--- src/rtl/analog_pad_sequencer_if.sv ---
// Wishbone slave bus bundle for analog_pad_sequencer.
// Signal names keep the Caravel wbs_* naming so the wrapper can connect them directly.
interface analog_pad_sequencer_if;
  logic        wbs_cyc_i;
  logic        wbs_stb_i;
  logic        wbs_we_i;
  logic [3:0]  wbs_sel_i;
  logic [31:0] wbs_adr_i;
  logic [31:0] wbs_dat_i;
  logic [31:0] wbs_dat_o;
  logic        wbs_ack_o;

  modport slave (
    input  wbs_cyc_i, wbs_stb_i, wbs_we_i, wbs_sel_i, wbs_adr_i, wbs_dat_i,
    output wbs_dat_o, wbs_ack_o
  );

  modport master (
    output wbs_cyc_i, wbs_stb_i, wbs_we_i, wbs_sel_i, wbs_adr_i, wbs_dat_i,
    input  wbs_dat_o, wbs_ack_o
  );
endinterface

--- src/rtl/analog_pad_sequencer.sv ---
// Break-before-make sequencer for the analog-shared user pads [17:12], Wishbone programmed.
// Define ANALOG_PAD_SEQ_IRQ_EN to add the one-cycle irq completion pulse.
module analog_pad_sequencer #(
  parameter logic [31:0] BASE_ADDR  = 32'h3000_0100,
  parameter int          NPADS      = 6,
  parameter int          SETTLE_W   = 8,
  parameter int          SETTLE_RST = 16
) (
  input  logic                 wb_clk_i,
  input  logic                 wb_rst_n,
  analog_pad_sequencer_if.slave wb,
  output logic [NPADS-1:0]     pad_out,
  output logic [NPADS-1:0]     pad_oeb,
  output logic                 busy
`ifdef ANALOG_PAD_SEQ_IRQ_EN
  ,
  output logic                 irq
`endif
);

  typedef enum logic [2:0] {
    S_IDLE,
    S_BREAK,
    S_SETTLE,
    S_DRIVE,
    S_ENABLE
  } state_t;

  state_t              state_q, state_d;
  logic [NPADS-1:0]    tgt_out, tgt_oeb;
  logic [NPADS-1:0]    act_out, act_oeb;
  logic [SETTLE_W-1:0] settle_q, cnt_q;
  logic                pending_q, done_q, served_q;

  logic        req, acc, cfg_wr, settle_wr, status_wr;
  logic [5:0]  word;
  logic [31:0] settle_word, rd_data;
  logic        take, do_break, do_drive, do_enable, dec;

  // A request held across its ack is not re-acked; served_q stays set until the master drops it.
  assign req       = wb.wbs_cyc_i & wb.wbs_stb_i & (wb.wbs_adr_i[31:8] == BASE_ADDR[31:8]);
  assign acc       = req & ~served_q;
  assign word      = wb.wbs_adr_i[7:2];
  assign cfg_wr    = acc & wb.wbs_we_i & (word == 6'd0);
  assign settle_wr = acc & wb.wbs_we_i & (word == 6'd1);
  assign status_wr = acc & wb.wbs_we_i & (word == 6'd2);
  assign busy      = (state_q != S_IDLE);

  logic unused_ok;
  assign unused_ok = ^{wb.wbs_adr_i[1:0], wb.wbs_dat_i, settle_word};

  always_comb begin
    settle_word = 32'(settle_q);
    for (int b = 0; b < 4; b++)
      if (wb.wbs_sel_i[b]) settle_word[8*b +: 8] = wb.wbs_dat_i[8*b +: 8];
  end

  always_comb begin
    rd_data = '0;
    case (word)
      6'd0: begin
        rd_data[NPADS-1:0]   = tgt_out;
        rd_data[8 +: NPADS]  = tgt_oeb;
      end
      6'd1:    rd_data[SETTLE_W-1:0] = settle_q;
      6'd2:    rd_data[2:0] = {done_q, pending_q, busy};
      default: rd_data = '0;
    endcase
  end

  // NOTE: every output of this block gets a default first so no path leaves a latch behind.
  always_comb begin
    state_d   = state_q;
    take      = 1'b0;
    do_break  = 1'b0;
    do_drive  = 1'b0;
    do_enable = 1'b0;
    dec       = 1'b0;
    case (state_q)
      S_IDLE: if (pending_q) begin
        take    = 1'b1;
        state_d = S_BREAK;
      end
      S_BREAK: begin
        do_break = 1'b1;
        state_d  = (cnt_q == '0) ? S_DRIVE : S_SETTLE;
      end
      S_SETTLE: begin
        dec = 1'b1;
        if (cnt_q == SETTLE_W'(1)) state_d = S_DRIVE;
      end
      S_DRIVE: begin
        do_drive = 1'b1;
        state_d  = S_ENABLE;
      end
      S_ENABLE: begin
        do_enable = 1'b1;
        if (pending_q) begin
          take    = 1'b1;
          state_d = S_BREAK;
        end else begin
          state_d = S_IDLE;
        end
      end
      default: state_d = S_IDLE;
    endcase
  end

  // NOTE: all state updates below use non-blocking assignment so every flop samples pre-edge values.
  always_ff @(posedge wb_clk_i or negedge wb_rst_n) begin
    if (!wb_rst_n) state_q <= S_IDLE;
    else           state_q <= state_d;
  end

  always_ff @(posedge wb_clk_i or negedge wb_rst_n) begin
    if (!wb_rst_n) begin
      served_q     <= 1'b0;
      wb.wbs_ack_o <= 1'b0;
      wb.wbs_dat_o <= '0;
      tgt_out      <= '0;
      tgt_oeb      <= '1;
      act_out      <= '0;
      act_oeb      <= '1;
      settle_q     <= SETTLE_W'(SETTLE_RST);
      cnt_q        <= '0;
      pending_q    <= 1'b0;
      done_q       <= 1'b0;
      pad_out      <= '0;
      pad_oeb      <= '1;
    end else begin
      served_q     <= req;
      wb.wbs_ack_o <= acc;
      wb.wbs_dat_o <= acc ? rd_data : '0;

      if (cfg_wr) begin
        if (wb.wbs_sel_i[0]) tgt_out <= wb.wbs_dat_i[NPADS-1:0];
        if (wb.wbs_sel_i[1]) tgt_oeb <= wb.wbs_dat_i[8 +: NPADS];
      end
      if (settle_wr) settle_q <= settle_word[SETTLE_W-1:0];

      // A CFG write landing on the same edge the FSM consumes pending queues a fresh sequence.
      if (cfg_wr)    pending_q <= 1'b1;
      else if (take) pending_q <= 1'b0;

      if (take) begin
        act_out <= tgt_out;
        act_oeb <= tgt_oeb;
        cnt_q   <= settle_q;
      end else if (dec) begin
        cnt_q   <= cnt_q - SETTLE_W'(1);
      end

      if (do_break)  pad_oeb <= '1;
      if (do_drive)  pad_out <= act_out;
      if (do_enable) pad_oeb <= act_oeb;

      if (do_enable)
        done_q <= 1'b1;
      else if (status_wr && wb.wbs_sel_i[0] && wb.wbs_dat_i[2])
        done_q <= 1'b0;
    end
  end

`ifdef ANALOG_PAD_SEQ_IRQ_EN
  always_ff @(posedge wb_clk_i or negedge wb_rst_n) begin
    if (!wb_rst_n) irq <= 1'b0;
    else           irq <= do_enable;
  end
`endif

endmodule

--- src/flat_wrapper.sv ---
// flat-port wrapper written by rule: the top's interface ports become plain ports
module analog_pad_sequencer_flat 
#(
  parameter logic [31:0] BASE_ADDR  = 32'h3000_0100,
  parameter int          NPADS      = 6,
  parameter int          SETTLE_W   = 8,
  parameter int          SETTLE_RST = 16
)
  (wb_clk_i, wb_rst_n, pad_out, pad_oeb, busy, wb_wbs_cyc_i, wb_wbs_stb_i, wb_wbs_we_i, wb_wbs_sel_i, wb_wbs_adr_i, wb_wbs_dat_i, wb_wbs_dat_o, wb_wbs_ack_o);
  analog_pad_sequencer_if wb_i ();
  input  logic wb_clk_i;
  input  logic wb_rst_n;
  output logic [NPADS-1:0] pad_out;
  output logic [NPADS-1:0] pad_oeb;
  output logic busy;
  input wire logic [$bits(wb_i.wbs_cyc_i)-1:0] wb_wbs_cyc_i;
  input wire logic [$bits(wb_i.wbs_stb_i)-1:0] wb_wbs_stb_i;
  input wire logic [$bits(wb_i.wbs_we_i)-1:0] wb_wbs_we_i;
  input wire logic [$bits(wb_i.wbs_sel_i)-1:0] wb_wbs_sel_i;
  input wire logic [$bits(wb_i.wbs_adr_i)-1:0] wb_wbs_adr_i;
  input wire logic [$bits(wb_i.wbs_dat_i)-1:0] wb_wbs_dat_i;
  output wire logic [$bits(wb_i.wbs_dat_o)-1:0] wb_wbs_dat_o;
  output wire logic [$bits(wb_i.wbs_ack_o)-1:0] wb_wbs_ack_o;
  assign wb_i.wbs_cyc_i = wb_wbs_cyc_i;
  assign wb_i.wbs_stb_i = wb_wbs_stb_i;
  assign wb_i.wbs_we_i = wb_wbs_we_i;
  assign wb_i.wbs_sel_i = wb_wbs_sel_i;
  assign wb_i.wbs_adr_i = wb_wbs_adr_i;
  assign wb_i.wbs_dat_i = wb_wbs_dat_i;
  assign wb_wbs_dat_o = wb_i.wbs_dat_o;
  assign wb_wbs_ack_o = wb_i.wbs_ack_o;
  analog_pad_sequencer #(.BASE_ADDR(BASE_ADDR), .NPADS(NPADS), .SETTLE_W(SETTLE_W), .SETTLE_RST(SETTLE_RST)) u_core (.wb_clk_i(wb_clk_i), .wb_rst_n(wb_rst_n), .wb(wb_i), .pad_out(pad_out), .pad_oeb(pad_oeb), .busy(busy));
endmodule
--- config.mk ---
export PLATFORM = sky130hd
export DESIGN_NAME = analog_pad_sequencer_flat
export DESIGN_NICKNAME = d
export VERILOG_FILES = /design/src/rtl/analog_pad_sequencer_if.sv /design/src/rtl/analog_pad_sequencer.sv /design/src/flat_wrapper.sv
export SDC_FILE = /design/constraint.sdc
export NUM_CORES = 1
export LEC_CHECK = 0
export CAP_MARGIN = 15
export CORE_ASPECT_RATIO = 1.2
export CORE_MARGIN = 8
export CORE_UTILIZATION = 48
export DETAILED_ROUTE_END_ITERATION = 16
export PLACE_DENSITY = 0.85
export SYNTH_ARGS = -nofsm -noshare
export SYNTH_HDL_FRONTEND = slang
export SYNTH_SLANG_ARGS = --single-unit
--- constraint.sdc ---
create_clock -name wb_clk_i -period 4.9 [get_ports wb_clk_i]
set_clock_uncertainty 0.1 [all_clocks]
set_input_delay 0.49 -clock wb_clk_i [delete_from_list [all_inputs] [get_ports wb_clk_i]]
set_output_delay 0.49 -clock wb_clk_i [all_outputs]
set_load 0.02 [all_outputs]
-- Word-level counts from Yosys, hierarchy flattened
Index checks and enable logic that the tools add are counted.
- equal/unequal tests: 10
- $add $sub $neg: 1
- reduce and logical (&&, ||, !) cells: 15
- mux-type cells: 24
- bitwise gates (word level): 8
- operator list (operator ; number):
    == test 24 x 22 -> 1 bit, second input constant ; 1
    2-to-1 mux 6 bit ; 3
    2-to-1 mux 8 bit ; 2
    one-hot mux 3 bit (5 select lines) ; 1
    2-to-1 mux 14 bit ; 1
    2-to-1 mux 1 bit ; 12
    one-hot mux 3 bit (3 select lines) ; 1
    == test 8 x 1 -> 1 bit, second input constant ; 1
    zero test 8 bit ; 1
    AND reduction 2 bit ; 4
    nonzero test 2 bit ; 4
    subtractor 8 x 1 -> 8 bit, second input constant ; 1
    AND 1 bit ; 7
    == test 3 x 2 -> 1 bit, second input constant ; 2
    == test 6 x 1 -> 1 bit, second input constant ; 1
    == test 6 x 2 -> 1 bit, second input constant ; 1
    zero test 6 bit ; 1
    2-to-1 mux 3 bit ; 2
    one-hot mux 3 bit (2 select lines) ; 1
    != test 2 x 1 -> 1 bit, second input constant ; 2
    == test 3 x 1 -> 1 bit, second input constant ; 1
    == test 3 bit, second input constant ; 1
    zero test 3 bit ; 1
    nonzero test 3 bit ; 1
    other kinds (4) ; 5
- logic and storage cells: 72
- flip-flop bits (word level): 91
- output and inout bits: 46

-- Depth between registers and ports, before layout
- depth in word-level cells: 9
- mapped depth: 6

-- Least setup slack after synthesis
OpenSTA, ideal clock, no wires.
- path kind: input to register
- start point: input port wb_wbs_adr_i[5]
- end point: register u_core.tgt_out[0]
- path slack: 2517 ps
- stages on the path: 4
- data required time: 4675 ps
- arrival: 2159 ps
- library setup time: 125 ps
- path through: or4_4 > or3_4 > nor4_4 > mux2_2
- cells in the longest elaborated chain, start to end: 3
- RTL lines (element ; line ; RTL):
    from (decl) ; flat_wrapper.sv:20 ; input wire logic [$bits(wb_i.wbs_adr_i)-1:0] wb_wbs_adr_i;
    zero test 6 bit ; analog_pad_sequencer.sv:44 ; assign cfg_wr = acc & wb.wbs_we_i & (word == 6'd0);
    AND 1 bit ; analog_pad_sequencer.sv:44 ;
    AND reduction 2 bit (no source line) ; n/a ;
    to (signal assigned) ; analog_pad_sequencer.sv:136 ; if (wb.wbs_sel_i[0]) tgt_out <= wb.wbs_dat_i[NPADS-1:0];
    to (decl) ; analog_pad_sequencer.sv:30 ; logic [NPADS-1:0] tgt_out, tgt_oeb;
No other way between the ends.
A chain may end at the register's enable or synchronous reset.

-- Final worst setup path
- start point: input port wb_wbs_adr_i[11]
- end point: register u_core.settle_q[7]
- cells in the longest elaborated chain, start to end: 6
- RTL lines (element ; line ; RTL):
    == test 24 x 22 -> 1 bit ; analog_pad_sequencer.sv:41 ; assign req = wb.wbs_cyc_i & wb.wbs_stb_i & (wb.wbs_adr_i[31:8] == BASE_ADDR[31:8]);
    AND 1 bit ; analog_pad_sequencer.sv:41 ;
    AND 1 bit ; analog_pad_sequencer.sv:42 ; assign acc = req & ~served_q;
    AND 1 bit (2 in series) ; analog_pad_sequencer.sv:45 ; assign settle_wr = acc & wb.wbs_we_i & (word == 6'd1);
    AND reduction 2 bit (no source line) ; n/a ;
    to (signal assigned) ; analog_pad_sequencer.sv:124 ; settle_q <= SETTLE_W'(SETTLE_RST);
    to (signal assigned) ; analog_pad_sequencer.sv:139 ; if (settle_wr) settle_q <= settle_word[SETTLE_W-1:0];
    to (decl) ; analog_pad_sequencer.sv:32 ; logic [SETTLE_W-1:0] settle_q, cnt_q;
No other way between the ends.

==> run metrics <==
top_reg_cell synth dfrtp_1; slowest CP cell nor4_4; Final Hold Fails 0; first-pass GRT wire length around 12,000 um; register area share after synthesis a little under three fifths; Max Cap Viol 0; Crit Path Category primary input to register; clock buffer depth 2; Post-DRT Antenna Nets 0; Max VDD drop approximately 0.25 mV; Root Buffer clkbuf_8; drt wl/cell 16.7 um; Data required, critical path 5.02 ns; die area ~0.0099 mm2; crit end category register; DP Wirelength around 5700 um; DRC viols 0; routed vias between 2k and 2.5k; total track usage 15.7%; status finished, final reports clean; Hold/Removal Path Class primary input to async pin; vias in the first global route 2,597; PortBufs 78; pwr/cell area 282 mW/mm2; Final GP Congestion 0.809; First DRT Iteration DRCs 141; final slew viol count 0; setup tns final 0 ns; vias per cell approximately 5.3; WP data arrival 2.87 ns; shortest period the worst path allows 2.75 ns; Num CTS Buffers 9; Total Wirelength 7460 um; Die X-Extent 92.2 um; fin crit share 56.1%; clk slew on worst S/H paths ~0.070 ns; initial core utilization 49.4%; post-synthesis register bit count 73; largest net degree at the start of global routing 74; Pwr Total 0.00124 W; slew at the pin closest to its max-slew limit 0.872 ns; syn_area_per_cell between 10 and 15 um2; Die H around 110 um; H-Tree Depth 3; # hold bufs at CTS 0; Crit path max-delay family simple AND/OR/NAND/NOR gates; clock latency on the worst-skew pair 0.34 ns; FMAX 364 MHz; layout cell share with drive strength beyond 1 23.1%; initial antenna violation count 0; FP Rows 33; # resized after CTS 0; Syn-to-layout area delta 31.3%; Syn Inst Count 272; RSZ-0062 raised after global routing false; I/O Pins 119; crit path launch type primary input; max incr delay on CP 0.75 ns; fin nets 429; total grt overflow 0; CTS tree done; diode count 0; P_leak 1.94 nW; Max-Slew Margin vs Limit 41.9%; Distinct cells, synth 45; Post-CTS Setup Bufs 0; Post-Syn Area 0.00334 mm2; Async S/R FF share, synth 100%; Setup Viol. Count Final 0; Critical path buffers and inverters 1; DR pass1 iterations 4; Post-synth EDFFs 0; crit-path cells clkdlybuf4s50_1, nor4b_1, nand4_1, nor4_4, mux2_2; clock sink count 73; CP Max Fanout 8; Synth Warn # 0; Core ar. 0.00677 mm2
-- worst paths after layout --
check                             startpoint                endpoint  slack, ns  cells after the start
max                         wb_wbs_adr_i[11]      u_core.settle_q[7]       2.15                      5
min                                 wb_rst_n       u_core.act_out[1]       0.27                      2
max reg2reg                u_core.state_q[0]       u_core.act_out[3]       2.82                      3
min reg2reg                    u_core.done_q           u_core.done_q       0.39                      2
max in group asynchronous           wb_rst_n  u_core.wb.wbs_dat_o[3]       3.89                      2
min in group wb_clk_i          u_core.done_q           u_core.done_q       0.39                      2
-- where the power goes --
part           internal [W]  leakage (nW)   switching [W]
registers          0.000603         0.945  0.000000000427
logic             0.0000381         0.874       0.0000355
clock network      0.000351         0.120        0.000209
-- layout make-up --
cell class              instances  area (um2)
clock inverters                 5         103
inverters                       7        26.3
clock buffers                  11         141
fillers                       525        2380
flip-flops and latches         73        1850
multi-input cells             183        1370
repair buffers                 80         791
well taps                      87         109
-- stage by stage --
step / hold WS, ns / instances / area (um2) / worst slack [ns] / util, %
2_1_floorplan: 0.0944 / 289 / 3410 / 2.52 / -
3_3_place_gp: 0.378 / 430 / 4140 / 1.88 / 61.2
3_5_place_dp: 0.373 / 430 / 4140 / 1.78 / 61.2
4_1_cts: 0.267 / 446 / 4390 / 2.16 / 64.8
5_1_grt: 0.322 / 446 / 4390 / 2.05 / 64.8
6_report: 0.267 / 446 / 4390 / 2.15 / 64.8
-- flip-flops by register name, indices dropped and copies added, names as in the netlist --
signal / flops
u_core.act_oeb: 6
u_core.pending_q: 1
u_core.tgt_oeb: 6
u_core.done_q: 1
u_core.pad_out: 6
u_core.pad_oeb: 6
u_core.act_out: 6
u_core.wb.wbs_dat_o: 14
u_core.state_q: 3
u_core.tgt_out: 6
u_core.served_q: 1
u_core.wb.wbs_ack_o: 1
u_core.cnt_q: 8
u_core.settle_q: 8
-- layout by cell type (no fill, tap or decap), drive strengths merged, types with 5 or more instances in the layout --
cell type	count
and2	6
o21ai	8
clkdlybuf4s50	77
dfrtp	54
a21oi	8
nand3	5
mux2	38
conb	18
inv	7
nor2	13
nand2	13
clkbuf	11
nor3	6
dfstp	19
o22a	13
nor4	10
-- cell families after synthesis --
| logic type | synth area share [%] |
|---|---|
| AND/OR/NAND/NOR | 15.1 |
| adder cells (fa/ha/maj) | 0.749 |
| XOR/XNOR | 0.262 |
| flip-flops | 55.4 |
| other | 0.112 |
| buffers and inverters | 5.77 |
| multiplexers | 13.7 |
| AO/OA/AOI/OAI | 8.99 |
-- synth_stat cells (all sizes together) (7+ instances only) --
cell type	n	area, um2
clkbuf	7	26.3
o21ai	8	40.0
a21oi	8	40.0
buf	19	140
nor4	10	108
mux2	38	428
dfrtp	54	1350
o22a	13	114
inv	7	26.3
nand2	13	48.8
dfstp	19	499
nor2	13	48.8
-- metal layers --
layer / vias up / track usage [%] / share of wire (%)
met5: - / 0 / 0
met3: 14 / 6.42 / 7.5
li1: 1116 / - / -
met1: 1154 / 16.3 / 37
met2: 65 / 27.4 / 53
met4: 0 / 6.34 / 2.0
Power figures use the tool's default switching activity.
